### config.mk
export PLATFORM = sky130hd
export DESIGN_NAME = hps_register_bank_sccb
export DESIGN_NICKNAME = d
export VERILOG_FILES = /design/src/rtl/hps_register_bank_sccb_pkg.sv /design/src/rtl/hps_register_bank_sccb_fifo.sv /design/src/rtl/hps_register_bank_sccb.sv
export SDC_FILE = /design/constraint.sdc
export NUM_CORES = 1
export LEC_CHECK = 0
export ABC_AREA = 0
export CAP_MARGIN = 10
export CELL_PAD_IN_SITES_DETAIL_PLACEMENT = 0
export CELL_PAD_IN_SITES_GLOBAL_PLACEMENT = 1
export CORE_MARGIN = 5
export CORE_UTILIZATION = 32
export CTS_CLUSTER_DIAMETER = 100
export DETAILED_ROUTE_END_ITERATION = 8
export GPL_ROUTABILITY_DRIVEN = 0
export PLACE_DENSITY = 0.6
export SYNTH_ARGS = -nofsm -noshare
export SYNTH_HDL_FRONTEND = slang
export SYNTH_SLANG_ARGS = --single-unit
### constraint.sdc
create_clock -name clk_sys -period 7.7 [get_ports clk_sys]
set_input_delay 1.155 -clock clk_sys [delete_from_list [all_inputs] [get_ports clk_sys]]
set_output_delay 1.155 -clock clk_sys [all_outputs]
set_load 0.01 [all_outputs]
### src/rtl/hps_register_bank_sccb_pkg.sv
// Shared definitions for the HPS register bank / SCCB command block:
// address map, dispatcher states and the queued command record.
package hps_reg_pkg;

    localparam logic [15:0] ADDR_STATUS    = 16'hFFF0;
    localparam logic [15:0] ADDR_CTRL      = 16'hFFF1;
    localparam logic [15:0] ADDR_CMD       = 16'hFFF2;
    localparam logic [31:0] RDATA_UNMAPPED = 32'hDEAD_BEEF;

    // AW + DW is capped at 24 bits, so both fields fit the widest case
    localparam int CMD_FIELD_W = 24;

    typedef enum logic [1:0] {
        IDLE,
        SEL,
        WAIT_ACK,
        WAIT_DONE
    } disp_state_t;

    typedef struct packed {
        logic [7:0]             mask;
        logic [CMD_FIELD_W-1:0] data;
        logic [CMD_FIELD_W-1:0] addr;
    } sccb_cmd_t;

    function automatic logic [2:0] lowest_set(input logic [7:0] m);
        logic [2:0] idx;
        idx = 3'd0;
        for (int i = 7; i >= 0; i--) begin
            if (m[i]) idx = 3'(i);
        end
        return idx;
    endfunction

endpackage

### src/rtl/hps_register_bank_sccb_fifo.sv
// Single-clock command queue with level output.
// Push while full is accepted only when a pop happens in the same cycle.
module sccb_cmd_fifo #(
    parameter int W     = 32,
    parameter int DEPTH = 16
) (
    input  logic                     clk,
    input  logic                     rst_n,
    input  logic                     i_flush,
    input  logic                     i_push,
    input  logic [W-1:0]             i_din,
    input  logic                     i_pop,
    output logic [W-1:0]             o_dout,
    output logic                     o_empty,
    output logic                     o_full,
    output logic [$clog2(DEPTH):0]   o_level
);

    localparam int PW = $clog2(DEPTH);
    localparam int LW = PW + 1;

    if ((DEPTH < 2) || ((1 << PW) != DEPTH)) begin : g_bad_depth
        $error("FIFO depth must be a power of two and at least 2");
    end

    logic [W-1:0]  r_mem [DEPTH];
    logic [PW-1:0] r_wr_ptr;
    logic [PW-1:0] r_rd_ptr;
    logic [LW-1:0] r_level;
    logic          w_do_pop;
    logic          w_do_push;

    assign o_empty   = (r_level == '0);
    assign o_full    = (r_level == LW'(DEPTH));
    assign o_level   = r_level;
    assign o_dout    = r_mem[r_rd_ptr];
    assign w_do_pop  = i_pop && !o_empty;
    assign w_do_push = i_push && (!o_full || w_do_pop);

    always_ff @(posedge clk or negedge rst_n) begin
        if (!rst_n) begin
            r_wr_ptr <= '0;
            r_rd_ptr <= '0;
            r_level  <= '0;
        end else if (i_flush) begin
            r_wr_ptr <= '0;
            r_rd_ptr <= '0;
            r_level  <= '0;
        end else begin
            if (w_do_push) r_wr_ptr <= r_wr_ptr + PW'(1);
            if (w_do_pop)  r_rd_ptr <= r_rd_ptr + PW'(1);
            if (w_do_push && !w_do_pop)
                r_level <= r_level + LW'(1);
            else if (w_do_pop && !w_do_push)
                r_level <= r_level - LW'(1);
        end
    end

    always_ff @(posedge clk) begin
        if (w_do_push && !i_flush) r_mem[r_wr_ptr] <= i_din;
    end

endmodule

### src/rtl/hps_register_bank_sccb.sv
// Avalon-MM register bank with frame-buffer registers and a queued
// command dispatcher that fans sensor writes out to NUM_CAM SCCB masters.
module hps_register_bank_sccb
    import hps_reg_pkg::*;
#(
    parameter int NUM_CAM      = 2,
    parameter int NUM_BUF_REGS = 4,
    parameter int SCCB_AW      = 16,
    parameter int SCCB_DW      = 8,
    parameter int FIFO_DEPTH   = 16,
    parameter int ACK_TIMEOUT  = 1023
) (
    input  logic                      clk_sys,
    input  logic                      reset_n,
    input  logic [15:0]               avl_address,
    input  logic                      avl_chipselect,
    input  logic                      avl_write,
    input  logic                      avl_read,
    input  logic [31:0]               avl_writedata,
    output logic [31:0]               avl_readdata,
    output logic                      avl_readdatavalid,
    input  logic [NUM_CAM-1:0]        ready_cam,
    output logic [NUM_CAM-1:0]        start_cam,
    output logic [SCCB_AW-1:0]        sccb_addr,
    output logic [SCCB_DW-1:0]        sccb_data,
    output logic [NUM_BUF_REGS*32-1:0] reg_addr_buf,
    output logic                      start_write_image2ddr,
    output logic                      irq_err
);

    localparam int FW = NUM_CAM + SCCB_DW + SCCB_AW;
    localparam int LW = $clog2(FIFO_DEPTH) + 1;
    localparam int CW = $clog2(ACK_TIMEOUT + 1);

    if (SCCB_AW + SCCB_DW + 8 > 32) begin : g_bad_width
        $error("SCCB_AW + SCCB_DW + 8 must not exceed 32");
    end
    if (NUM_CAM < 1 || NUM_CAM > 8) begin : g_bad_cam
        $error("NUM_CAM must be in 1..8");
    end

    logic               w_wr;
    logic               w_rd;
    logic               w_ctrl_wr;
    logic               w_push;
    logic               w_pop;
    logic               w_flush;
    logic               w_clr;
    logic               w_empty;
    logic               w_full;
    logic               w_busy;
    logic [LW-1:0]      w_level;
    logic [NUM_CAM-1:0] w_cmd_mask;
    logic [FW-1:0]      w_fifo_din;
    logic [FW-1:0]      w_fifo_dout;
    logic [NUM_CAM-1:0] w_ovf_set;
    logic [NUM_CAM-1:0] w_tmo_set;
    logic [31:0]        w_status;
    logic [31:0]        w_rmux;
    logic [7:0]         w_ready8;
    logic [2:0]         w_low;
    logic [7:0]         w_mask_next;
    logic               w_ack_tmo;
    logic               w_unused;

    logic [31:0]        r_buf [NUM_BUF_REGS];
    logic [31:0]        r_rdata;
    logic               r_rvalid;
    logic               r_start_ddr;
    logic [NUM_CAM-1:0] r_ovf;
    logic [NUM_CAM-1:0] r_tmo;
    logic [NUM_CAM-1:0] r_start;
    disp_state_t        r_state;
    sccb_cmd_t          r_cmd;
    logic [2:0]         r_idx;
    logic [CW-1:0]      r_cnt;

    assign w_wr       = avl_chipselect & avl_write;
    assign w_rd       = avl_chipselect & avl_read;
    assign w_ctrl_wr  = w_wr && (avl_address == ADDR_CTRL);
    assign w_cmd_mask = avl_writedata[24 +: NUM_CAM];
    assign w_push     = w_wr && (avl_address == ADDR_CMD) && (|w_cmd_mask);
    assign w_flush    = w_ctrl_wr && avl_writedata[2] && (r_state == IDLE);
    assign w_clr      = w_ctrl_wr && avl_writedata[1];
    assign w_pop      = (r_state == IDLE) && !w_empty && !w_flush;
    assign w_ovf_set  = (w_push && w_full && !w_pop) ? w_cmd_mask : '0;
    assign w_fifo_din = {w_cmd_mask, avl_writedata[SCCB_AW+SCCB_DW-1:0]};
    assign w_busy     = (r_state != IDLE) || !w_empty;

    sccb_cmd_fifo #(
        .W     (FW),
        .DEPTH (FIFO_DEPTH)
    ) u_fifo (
        .clk     (clk_sys),
        .rst_n   (reset_n),
        .i_flush (w_flush),
        .i_push  (w_push),
        .i_din   (w_fifo_din),
        .i_pop   (w_pop),
        .o_dout  (w_fifo_dout),
        .o_empty (w_empty),
        .o_full  (w_full),
        .o_level (w_level)
    );

    always_ff @(posedge clk_sys or negedge reset_n) begin
        if (!reset_n) begin
            for (int i = 0; i < NUM_BUF_REGS; i++) r_buf[i] <= '0;
        end else if (w_wr) begin
            for (int i = 0; i < NUM_BUF_REGS; i++) begin
                if (avl_address == 16'(i)) r_buf[i] <= avl_writedata;
            end
        end
    end

    for (genvar g = 0; g < NUM_BUF_REGS; g++) begin : g_flat
        assign reg_addr_buf[g*32 +: 32] = r_buf[g];
    end

    assign w_status = {8'(r_tmo), 8'(r_ovf), 8'(w_level), 7'd0, w_busy};

    always_comb begin
        w_rmux = RDATA_UNMAPPED;
        for (int i = 0; i < NUM_BUF_REGS; i++) begin
            if (avl_address == 16'(i)) w_rmux = r_buf[i];
        end
        if (avl_address == ADDR_STATUS) w_rmux = w_status;
        if (avl_address == ADDR_CTRL || avl_address == ADDR_CMD) w_rmux = '0;
    end

    always_ff @(posedge clk_sys or negedge reset_n) begin
        if (!reset_n) begin
            r_rdata     <= '0;
            r_rvalid    <= 1'b0;
            r_start_ddr <= 1'b0;
            r_ovf       <= '0;
            r_tmo       <= '0;
        end else begin
            r_rvalid    <= w_rd;
            if (w_rd) r_rdata <= w_rmux;
            r_start_ddr <= w_ctrl_wr && avl_writedata[0];
            // a fresh error in the clearing cycle survives the clear
            r_ovf <= (w_clr ? '0 : r_ovf) | w_ovf_set;
            r_tmo <= (w_clr ? '0 : r_tmo) | w_tmo_set;
        end
    end

    assign w_ready8    = 8'(ready_cam);
    assign w_low       = lowest_set(r_cmd.mask);
    assign w_mask_next = r_cmd.mask & ~(8'd1 << r_idx);
    assign w_ack_tmo   = (r_cnt == CW'(ACK_TIMEOUT - 1));

    always_comb begin
        w_tmo_set = '0;
        for (int c = 0; c < NUM_CAM; c++) begin
            w_tmo_set[c] = (r_state == WAIT_ACK) && w_ready8[r_idx]
                        && w_ack_tmo && (3'(c) == r_idx);
        end
    end

    always_ff @(posedge clk_sys or negedge reset_n) begin
        if (!reset_n) begin
            r_state <= IDLE;
            r_cmd   <= '0;
            r_idx   <= '0;
            r_cnt   <= '0;
            r_start <= '0;
        end else begin
            r_start <= '0;
            unique case (r_state)
                IDLE: begin
                    if (w_pop) begin
                        r_cmd.mask <= 8'(w_fifo_dout[FW-1 -: NUM_CAM]);
                        r_cmd.data <= CMD_FIELD_W'(w_fifo_dout[SCCB_AW +: SCCB_DW]);
                        r_cmd.addr <= CMD_FIELD_W'(w_fifo_dout[SCCB_AW-1:0]);
                        r_state    <= SEL;
                    end
                end
                SEL: begin
                    if (w_ready8[w_low]) begin
                        for (int c = 0; c < NUM_CAM; c++) begin
                            r_start[c] <= (3'(c) == w_low);
                        end
                        r_idx   <= w_low;
                        r_cnt   <= '0;
                        r_state <= WAIT_ACK;
                    end
                end
                WAIT_ACK: begin
                    if (!w_ready8[r_idx]) begin
                        r_state <= WAIT_DONE;
                    end else if (w_ack_tmo) begin
                        r_cmd.mask <= w_mask_next;
                        r_state    <= (w_mask_next == '0) ? IDLE : SEL;
                    end else begin
                        r_cnt <= r_cnt + CW'(1);
                    end
                end
                WAIT_DONE: begin
                    if (w_ready8[r_idx]) begin
                        r_cmd.mask <= w_mask_next;
                        r_state    <= (w_mask_next == '0) ? IDLE : SEL;
                    end
                end
            endcase
        end
    end

    assign w_unused = ^{r_cmd.addr, r_cmd.data};

    assign avl_readdata          = r_rdata;
    assign avl_readdatavalid     = r_rvalid;
    assign start_cam             = r_start;
    assign sccb_addr             = r_cmd.addr[SCCB_AW-1:0];
    assign sccb_data             = r_cmd.data[SCCB_DW-1:0];
    assign start_write_image2ddr = r_start_ddr;
    assign irq_err               = (|r_ovf) || (|r_tmo);

endmodule

-- Yosys cells after proc, flatten, opt, wreduce, memory -nomap -nowiden
Memory sizes are Yosys's and may differ from the RTL's.
Index checks and enable logic that the tools add are counted.
- flip-flop bits (word level): 228
- bits in latches: 0
- bits in writable memories: 416
- memory bits (read-only): 0
- bits of input ports: 55
- logic and storage cells: 156
- memories: 1
- memory list (memory ; depth ; bits a word ; read ports ; clocked after Yosys merged registers in ; write ports ; line ; text):
    u_fifo.r_mem ; 16 ; 26 ; 1 ; 0 ; 1 ; hps_register_bank_sccb_fifo.sv:26 ; logic [W-1:0] r_mem [DEPTH];
- add/sub/neg operators: 5
- multiply operators: 0
- divide/modulo/power cells: 0
- magnitude comparators: 2
- equal/unequal tests: 20
- shift-type cells: 1
- muxes and demuxes: 48
- bitwise gates (word level): 6
- reductions and logical operators: 54
- operator list (kind ; count):
    two-way mux 32 bit ; 6
    two-way mux 56 bit ; 1
    equality test 16 bit, second input constant ; 3
    equality test 16 x 2 -> 1 bit, second input constant ; 2
    two-way mux 10 bit ; 3
    two-way mux 3 bit ; 8
    two-way mux 8 bit ; 3
    case mux 8 bit (3 select lines) ; 1
    logical AND 1 bit ; 20
    two-way mux 2 bit ; 10
    case mux 10 bit (2 select lines) ; 1
    equality test 16 x 1 -> 1 bit, second input constant ; 1
    zero test 16 bit ; 1
    two-way mux 4 bit ; 4
    two-way mux 5 bit ; 3
    AND reduction 2 bit ; 6
    adder 10 x 1 -> 10 bit, second input constant ; 1
    equality test 10 bit, second input constant ; 1
    adder 4 x 1 -> 4 bit, second input constant ; 2
    AND 8 bit ; 1
    zero test 8 bit ; 1
    < comparator 3 x 4 -> 1 bit, second input constant ; 2
    != test 2 bit, second input constant ; 4
    NOT 8 bit ; 1
    other kinds (24) ; 50

-- Longest topological paths before layout
- depth in word-level cells: 14
- mapped depth: 14

-- By module
Synthesis repeated with hierarchy kept, for this count alone.
- cell total of the unflattened synthesis: 1521
- area total of the unflattened synthesis: 25984.9 sq um
- modules (own cells, without submodules) (module ; times used ; cells an instance ; area each (sq um) ; seq. area each (sq um)):
    sccb_cmd_fifo ; 1 ; 752 ; 16507.1 ; 12817.3
    hps_register_bank_sccb ; 1 ; 769 ; 9477.8 ; 5380.2

-- Worst setup path before layout
Ideal clock, no wire load.
- path kind: input to register
- start: input port avl_address[3]
- end: register u_fifo.r_level[4], in the netlist u_fifo.o_level[4]
- setup time: 78 ps
- arrival: 4188 ps
- path slack: 3433 ps
- stages: 12
- path buffers: 2
- path through: or4b_1 buf_2 o41ai_2 clkbuf_1 ha_1 inv_1 fa_1 a21o_1 a21oi_1 xnor2_1 or3_1 a21oi_1
- word-level cells in the longest chain between the ends: 12
- ends and longest elaborated chain (item ; line ; text):
    from (decl) ; hps_register_bank_sccb.sv:15 ; input logic [15:0] avl_address,
    equality test 16 bit ; hps_register_bank_sccb.sv:80 ; assign w_ctrl_wr = w_wr && (avl_address == ADDR_CTRL);
    logical AND 1 bit ; hps_register_bank_sccb.sv:80 ;
    logical AND 1 bit (2 in a row) ; hps_register_bank_sccb.sv:83 ; assign w_flush = w_ctrl_wr && avl_writedata[2] && (r_state == IDLE);
    zero test 1 bit ; hps_register_bank_sccb.sv:85 ; assign w_pop = (r_state == IDLE) && !w_empty && !w_flush;
    logical AND 1 bit ; hps_register_bank_sccb.sv:85 ;
    logical AND 1 bit ; hps_register_bank_sccb_fifo.sv:37 ; assign w_do_pop = i_pop && !o_empty;
    logical OR 1 bit ; hps_register_bank_sccb_fifo.sv:38 ; assign w_do_push = i_push && (!o_full || w_do_pop);
    logical AND 1 bit ; hps_register_bank_sccb_fifo.sv:38 ;
    logical AND 1 bit or zero test 1 bit (tied branches) ; hps_register_bank_sccb_fifo.sv:52, hps_register_bank_sccb_fifo.sv:54 ;
    two-way mux 5 bit or logical AND 1 bit (tied branches) ; hps_register_bank_sccb_fifo.sv:52, hps_register_bank_sccb_fifo.sv:54 ;
    two-way mux 5 bit or nonzero test 3 bit (tied branches) ; n/a ;
    to (signal assigned) ; hps_register_bank_sccb_fifo.sv:53 ; r_level <= r_level + LW'(1);
    to (signal assigned) ; hps_register_bank_sccb_fifo.sv:55 ; r_level <= r_level - LW'(1);
    to (decl) ; hps_register_bank_sccb_fifo.sv:29 ; logic [LW-1:0] r_level;
Several ways; a longest one is shown, not always the timed one.
A chain may end at the register's enable or synchronous reset.

-- Final worst setup path
Ends and elaborated chain as after synthesis.

==> results_tabular.tex <==
\begin{tabular}{lr}
\hline
Metric & Value \\
\hline
\multicolumn{2}{l}{\textbf{Run status}} \\
\quad Status & completed \\
\multicolumn{2}{l}{\textbf{Placed design}} \\
\quad Total placed cells including tap cells & $\sim$2.7k \\
\quad Post-Place Worst Slack & about 2.4 ns \\
\quad Count of input and output buffers & roughly 240 \\
\quad Total half-perimeter wirelength after legalization and detailed placement & 45500 µm \\
\quad Cell area after placement & between 0.02 and 0.03 mm² \\
\multicolumn{2}{l}{\textbf{Worst hold path}} \\
\quad Count of cells along the worst hold path & 1 \\
\quad Worst Min Path Start & r\_cnt[9]\$\_DFFE\_PN0P\_ \\
\quad Hold EP & r\_cnt[9]\$\_DFFE\_PN0P\_ \\
\quad Kind of path behind the tightest hold check & reg2reg \\
\multicolumn{2}{l}{\textbf{Clock network}} \\
\quad Level count of the clock H-tree & 3 \\
\quad Clock tree from TritonCTS & done \\
\quad Post-cts hold buffer count & 0 \\
\quad Maximum clock insertion buffer count & 3 \\
\quad Resize count post-CTS & 0 \\
\quad CTS Buf Count & 73 \\
\quad Clk\_lat worst skew & roughly 0.6 ns \\
\quad Clock transition at the registers of the reported paths & roughly 0.060 ns \\
\quad Number of sinks handled by clock tree synthesis & 644 \\
\quad Cell chosen for the clock root & sky130\_fd\_sc\_hd\_\_clkbuf\_16 \\
\quad Post-CTS setup buffer count & 0 \\
\multicolumn{2}{l}{\textbf{Setup path}} \\
\quad Kind of critical path & in2reg \\
\quad Cell-by-cell trace of the critical path & clkdlybuf4s50\_1, or4b\_1, o31a\_1, o211ai\_1, inv\_1, ha\_1, inv\_1, ha\_1, a21o\_1, a21oi\_1, xnor2\_1, or3\_1, a21oi\_1 \\
\quad Crit path max-delay cell type & sky130\_fd\_sc\_hd\_\_or4b\_1 \\
\quad Logic depth of the worst register-to-register path & 12 \\
\quad End of the worst register-to-register path & u\_fifo.o\_level[4]\$\_DFFE\_PN0P\_ \\
\quad Critical Path Fanout Max & 11 \\
\quad Data arrival time of the worst path & $\sim$5.2 ns \\
\quad Required time of the worst setup path & 8.22 ns \\
\quad Crit end category & flip-flop \\
\quad Register-to-register setup slack & $\sim$3.8 ns \\
\quad R2r startpoint & r\_state[1]\$\_DFFE\_PN0P\_ \\
\quad Startpoint class of the critical path & input pin \\
\quad Crit path largest cell delay & just under 0.8 ns \\
\multicolumn{2}{l}{\textbf{Floorplan}} \\
\quad Number of top-level pins & around 240 \\
\quad Horizontal extent of the die & 294 µm \\
\quad Initial cell density of the core & about a third \\
\quad Placeable core area & between 0.08 and 0.09 mm² \\
\quad DIE AREA & between 0.08 and 0.09 mm² \\
\quad Die H & approximately 300 µm \\
\quad FP Rows & approximately 100 \\
\multicolumn{2}{l}{\textbf{Route}} \\
\quad Remaining design rule violation count & 0 \\
\quad Routed wire length & 73400 µm \\
\quad Total via count in the routed design & between 15k and 20k \\
\quad Detailed-router iteration count before antenna repair & 7 \\
\quad Routed wire length per instance & between 20 and 30 µm \\
\quad Iteration-0 DRC count of the detailed router & 1102 \\
\quad Number of antenna-violating nets in the routed design & 0 \\
\quad Vias per inst & 5.21 \\
\multicolumn{2}{l}{\textbf{GRT}} \\
\quad Grt total ovfl & 0 \\
\quad Global Route Usage Sum & approximately 17\% \\
\quad Via count of the first global-routing pass & between 15k and 20k \\
\quad Maximum number of pins on one net before global-route repair & 90 \\
\quad Global-route wire length before repair & between 100000 and 150000 µm \\
\quad Number of antenna violations at the first check in global routing & 6 \\
\multicolumn{2}{l}{\textbf{Yosys}} \\
\quad Synth warnings & 0 \\
\quad Mapped cell area & $\sim$0.026 mm² \\
\quad Avg Inst Size Synth & roughly 17 µm² \\
\quad Post-Synthesis Cells & around 1.5k \\
\quad Most common flop cell mapped by yosys & sky130\_fd\_sc\_hd\_\_edfxtp\_1 \\
\quad Post-Synthesis Net Count & around 1.6k \\
\quad Share of flip-flops with an asynchronous set or reset after synthesis & between 30\% and 40\% \\
\quad Synthesis-stage register bit count & 644 \\
\quad Distinct cell type count of the synthesized netlist & 68 \\
\quad Number of enable flip-flop cells after synthesis & between 400 and 500 \\
\quad Register area share after synthesis & 70.4\% \\
\multicolumn{2}{l}{\textbf{Timing}} \\
\quad Relative slew slack & between 30\% and 40\% \\
\quad Worst Tran Pin Value & between 1 and 1.5 ns \\
\quad Final hold vios & 0 \\
\quad Final cycle utilization of the critical path & just over 60\% \\
\quad Minimum clock period after layout & roughly 4.7 ns \\
\quad Unrepaired setup endpoints after global routing & no \\
\quad Worst-case clock skew & $\sim$0.023 ns \\
\quad Peak clock frequency supported by timing & around 210 MHz \\
\quad Total Neg Setup Slack & 0 ns \\
\quad Setup violations, final & 0 \\
\quad Setup ws final & $\sim$3 ns \\
\quad Count of pins over their slew limit & 0 \\
\multicolumn{2}{l}{\textbf{Final layout}} \\
\quad Fraction of final layout cells with drive strength greater than 1 & between 20\% and 30\% \\
\quad Final instance count without filler cells & about 2.9k \\
\quad Area grow syn2layout & 23.9\% \\
\quad Number of nets in the final layout & about 1.8k \\
\quad Count of fill cells added during filler insertion & roughly 7.3k \\
\quad Total non-filler cell area in the finished layout & $\sim$0.032 mm² \\
\multicolumn{2}{l}{\textbf{Power and ir drop}} \\
\quad Cell area power density & 295 mW/mm² \\
\quad Standby leakage power & $\sim$12 nW \\
\quad Peak supply drop & between 150 and 200 µV \\
\multicolumn{2}{l}{\textbf{Flow run}} \\
\quad Max-capacitance violation count & 0 \\
\hline
\end{tabular}
## critical path: cells and delay by family
kind / cells / cell delay [ns]
xor gates and xnor gates: 1 / 0.09
AOI/OAI and AO/OA: 5 / 1.53
and+or+nand+nor: 2 / 1.10
adders and majority gates: 2 / 0.53
buffers and inverters: 3 / 0.79
## flip-flops by register name, summed over array words and instances (netlist names)
register               flops
u_fifo.r_rd_ptr            4
r_cmd                      8
avl_readdata              32
r_state                    2
avl_readdatavalid          1
r_ovf                      2
u_fifo.r_wr_ptr            4
reg_addr_buf             128
sccb_addr                 16
sccb_data                  8
start_cam                  2
r_tmo                      2
u_fifo.r_mem             416
r_cnt                     10
r_idx                      3
start_write_image2ddr      1
u_fifo.o_level             5
## cells in the final DEF (no fill, tap or decap), types with 6 or more instances in the layout
cell type / count
sky130_fd_sc_hd__a21o_1: 8
sky130_fd_sc_hd__a21oi_1: 29
sky130_fd_sc_hd__a221oi_1: 24
sky130_fd_sc_hd__a22o_1: 32
sky130_fd_sc_hd__a22oi_1: 8
sky130_fd_sc_hd__a32o_1: 8
sky130_fd_sc_hd__and2_1: 20
sky130_fd_sc_hd__buf_4: 35
sky130_fd_sc_hd__bufinv_16: 11
sky130_fd_sc_hd__clkbuf_1: 15
sky130_fd_sc_hd__clkbuf_16: 74
sky130_fd_sc_hd__clkbuf_8: 8
sky130_fd_sc_hd__clkdlybuf4s50_1: 242
sky130_fd_sc_hd__clkinv_2: 13
sky130_fd_sc_hd__dfrtp_1: 226
sky130_fd_sc_hd__edfxtp_1: 416
sky130_fd_sc_hd__ha_1: 12
sky130_fd_sc_hd__inv_1: 17
sky130_fd_sc_hd__mux2_2: 125
sky130_fd_sc_hd__mux4_2: 104
sky130_fd_sc_hd__nand2_1: 78
sky130_fd_sc_hd__nand3_1: 23
sky130_fd_sc_hd__nand4_1: 7
sky130_fd_sc_hd__nor2_1: 60
sky130_fd_sc_hd__nor2b_1: 7
sky130_fd_sc_hd__nor3_1: 17
sky130_fd_sc_hd__nor4_1: 6
sky130_fd_sc_hd__o21ai_0: 37
sky130_fd_sc_hd__o22a_1: 8
sky130_fd_sc_hd__o22ai_1: 25
sky130_fd_sc_hd__o41ai_1: 18
sky130_fd_sc_hd__or4_1: 7
## area by class of cell
type	count	area, µm²	area share [%]
clock buffer	97	2020	6.30
sequential	644	18200	56.8
tap	1060	1330	4.14
inverter	18	67.6	0.211
timing repair buffer	279	2730	8.52
clock inverter	39	523	1.63
multi-input combinational	750	7150	22.3
antenna	3	7.51	0.0234
## worst max-delay path by stage
stage / startpoint / cells past startpoint / end
2_1_floorplan: avl_address[3] / 12 / u_fifo.o_level[4]$_DFFE_PN0P_
3_3_place_gp: avl_address[0] / 12 / u_fifo.o_level[4]$_DFFE_PN0P_
3_5_place_dp: avl_address[3] / 13 / u_fifo.o_level[4]$_DFFE_PN0P_
4_1_cts: avl_address[3] / 12 / u_fifo.o_level[4]$_DFFE_PN0P_
5_1_grt: avl_address[3] / 13 / u_fifo.o_level[4]$_DFFE_PN0P_
6_report: avl_address[3] / 13 / u_fifo.o_level[4]$_DFFE_PN0P_
## through the flow
step | power [mW] | utilization, % | hold WS, ns
2_1_floorplan | 5.27 | - | 0.439
3_3_place_gp | 5.89 | 36.7 | 0.463
3_5_place_dp | 5.92 | 36.7 | 0.467
4_1_cts | 9.59 | 39.8 | 0.479
5_1_grt | 9.88 | 39.9 | 0.510
6_report | 9.46 | 39.9 | 0.476
## routing by layer
metal / share of wire [%] / vias up / track usage, %
met5: 0 / - / 0
met4: 2.6 / 0 / 4.78
met3: 8.0 / 103 / 5.18
met2: 46 / 516 / 26.2
met1: 43 / 7922 / 23.0
li1: - / 6513 / -
## cell families after synthesis
| group | count (synthesis) | synth area share [%] |
|---|---|---|
| AO/OA/AOI/OAI | 229 | 6.49 |
| multiplexers | 236 | 14.8 |
| XOR/XNOR | 8 | 0.271 |
| AND/OR/NAND/NOR | 264 | 5.07 |
| buffers and inverters | 120 | 2.34 |
| flip-flops | 644 | 70.4 |
| adder cells (fa/ha/maj) | 13 | 0.658 |
## synth_stat cells, types with 7 or more instances
library cell               count  share of area (%)
sky130_fd_sc_hd__nor4_1        8               0.19
sky130_fd_sc_hd__buf_4        27               0.78
sky130_fd_sc_hd__or4_1         7               0.20
sky130_fd_sc_hd__ha_1         12               0.58
sky130_fd_sc_hd__nor3_1       17               0.33
sky130_fd_sc_hd__dfrtp_1     228                 22
sky130_fd_sc_hd__nor2_1       62               0.90
sky130_fd_sc_hd__edfxtp_1    416                 48
sky130_fd_sc_hd__inv_1        17               0.25
sky130_fd_sc_hd__a22oi_1       8               0.23
sky130_fd_sc_hd__clkbuf_1     51               0.74
sky130_fd_sc_hd__a21o_1        8               0.23
sky130_fd_sc_hd__and2_1       23               0.56
sky130_fd_sc_hd__o41ai_1      18               0.61
sky130_fd_sc_hd__o22a_1        8               0.27
sky130_fd_sc_hd__nand4_1       7               0.17
sky130_fd_sc_hd__mux2_2      125                5.4
sky130_fd_sc_hd__nor2b_1       9               0.22
sky130_fd_sc_hd__o21ai_0      38               0.74
sky130_fd_sc_hd__mux4_2      104                9.1
sky130_fd_sc_hd__a221oi_1     24               0.81
sky130_fd_sc_hd__a32o_1        8               0.31
sky130_fd_sc_hd__nand3_1      23               0.45
sky130_fd_sc_hd__nand2_1      78                1.1
sky130_fd_sc_hd__buf_2        13               0.25
sky130_fd_sc_hd__a22o_1       32                1.1
sky130_fd_sc_hd__o22ai_1      25               0.60
sky130_fd_sc_hd__a21oi_1      29               0.56
## power breakdown
part           total [mW]  internal (mW)  switching [mW]
Clock                3.65           2.23            1.42
Sequential           4.04           3.81           0.228
Combinational        1.77          0.869           0.901
Note: power is estimated with default switching activity, not from simulation.
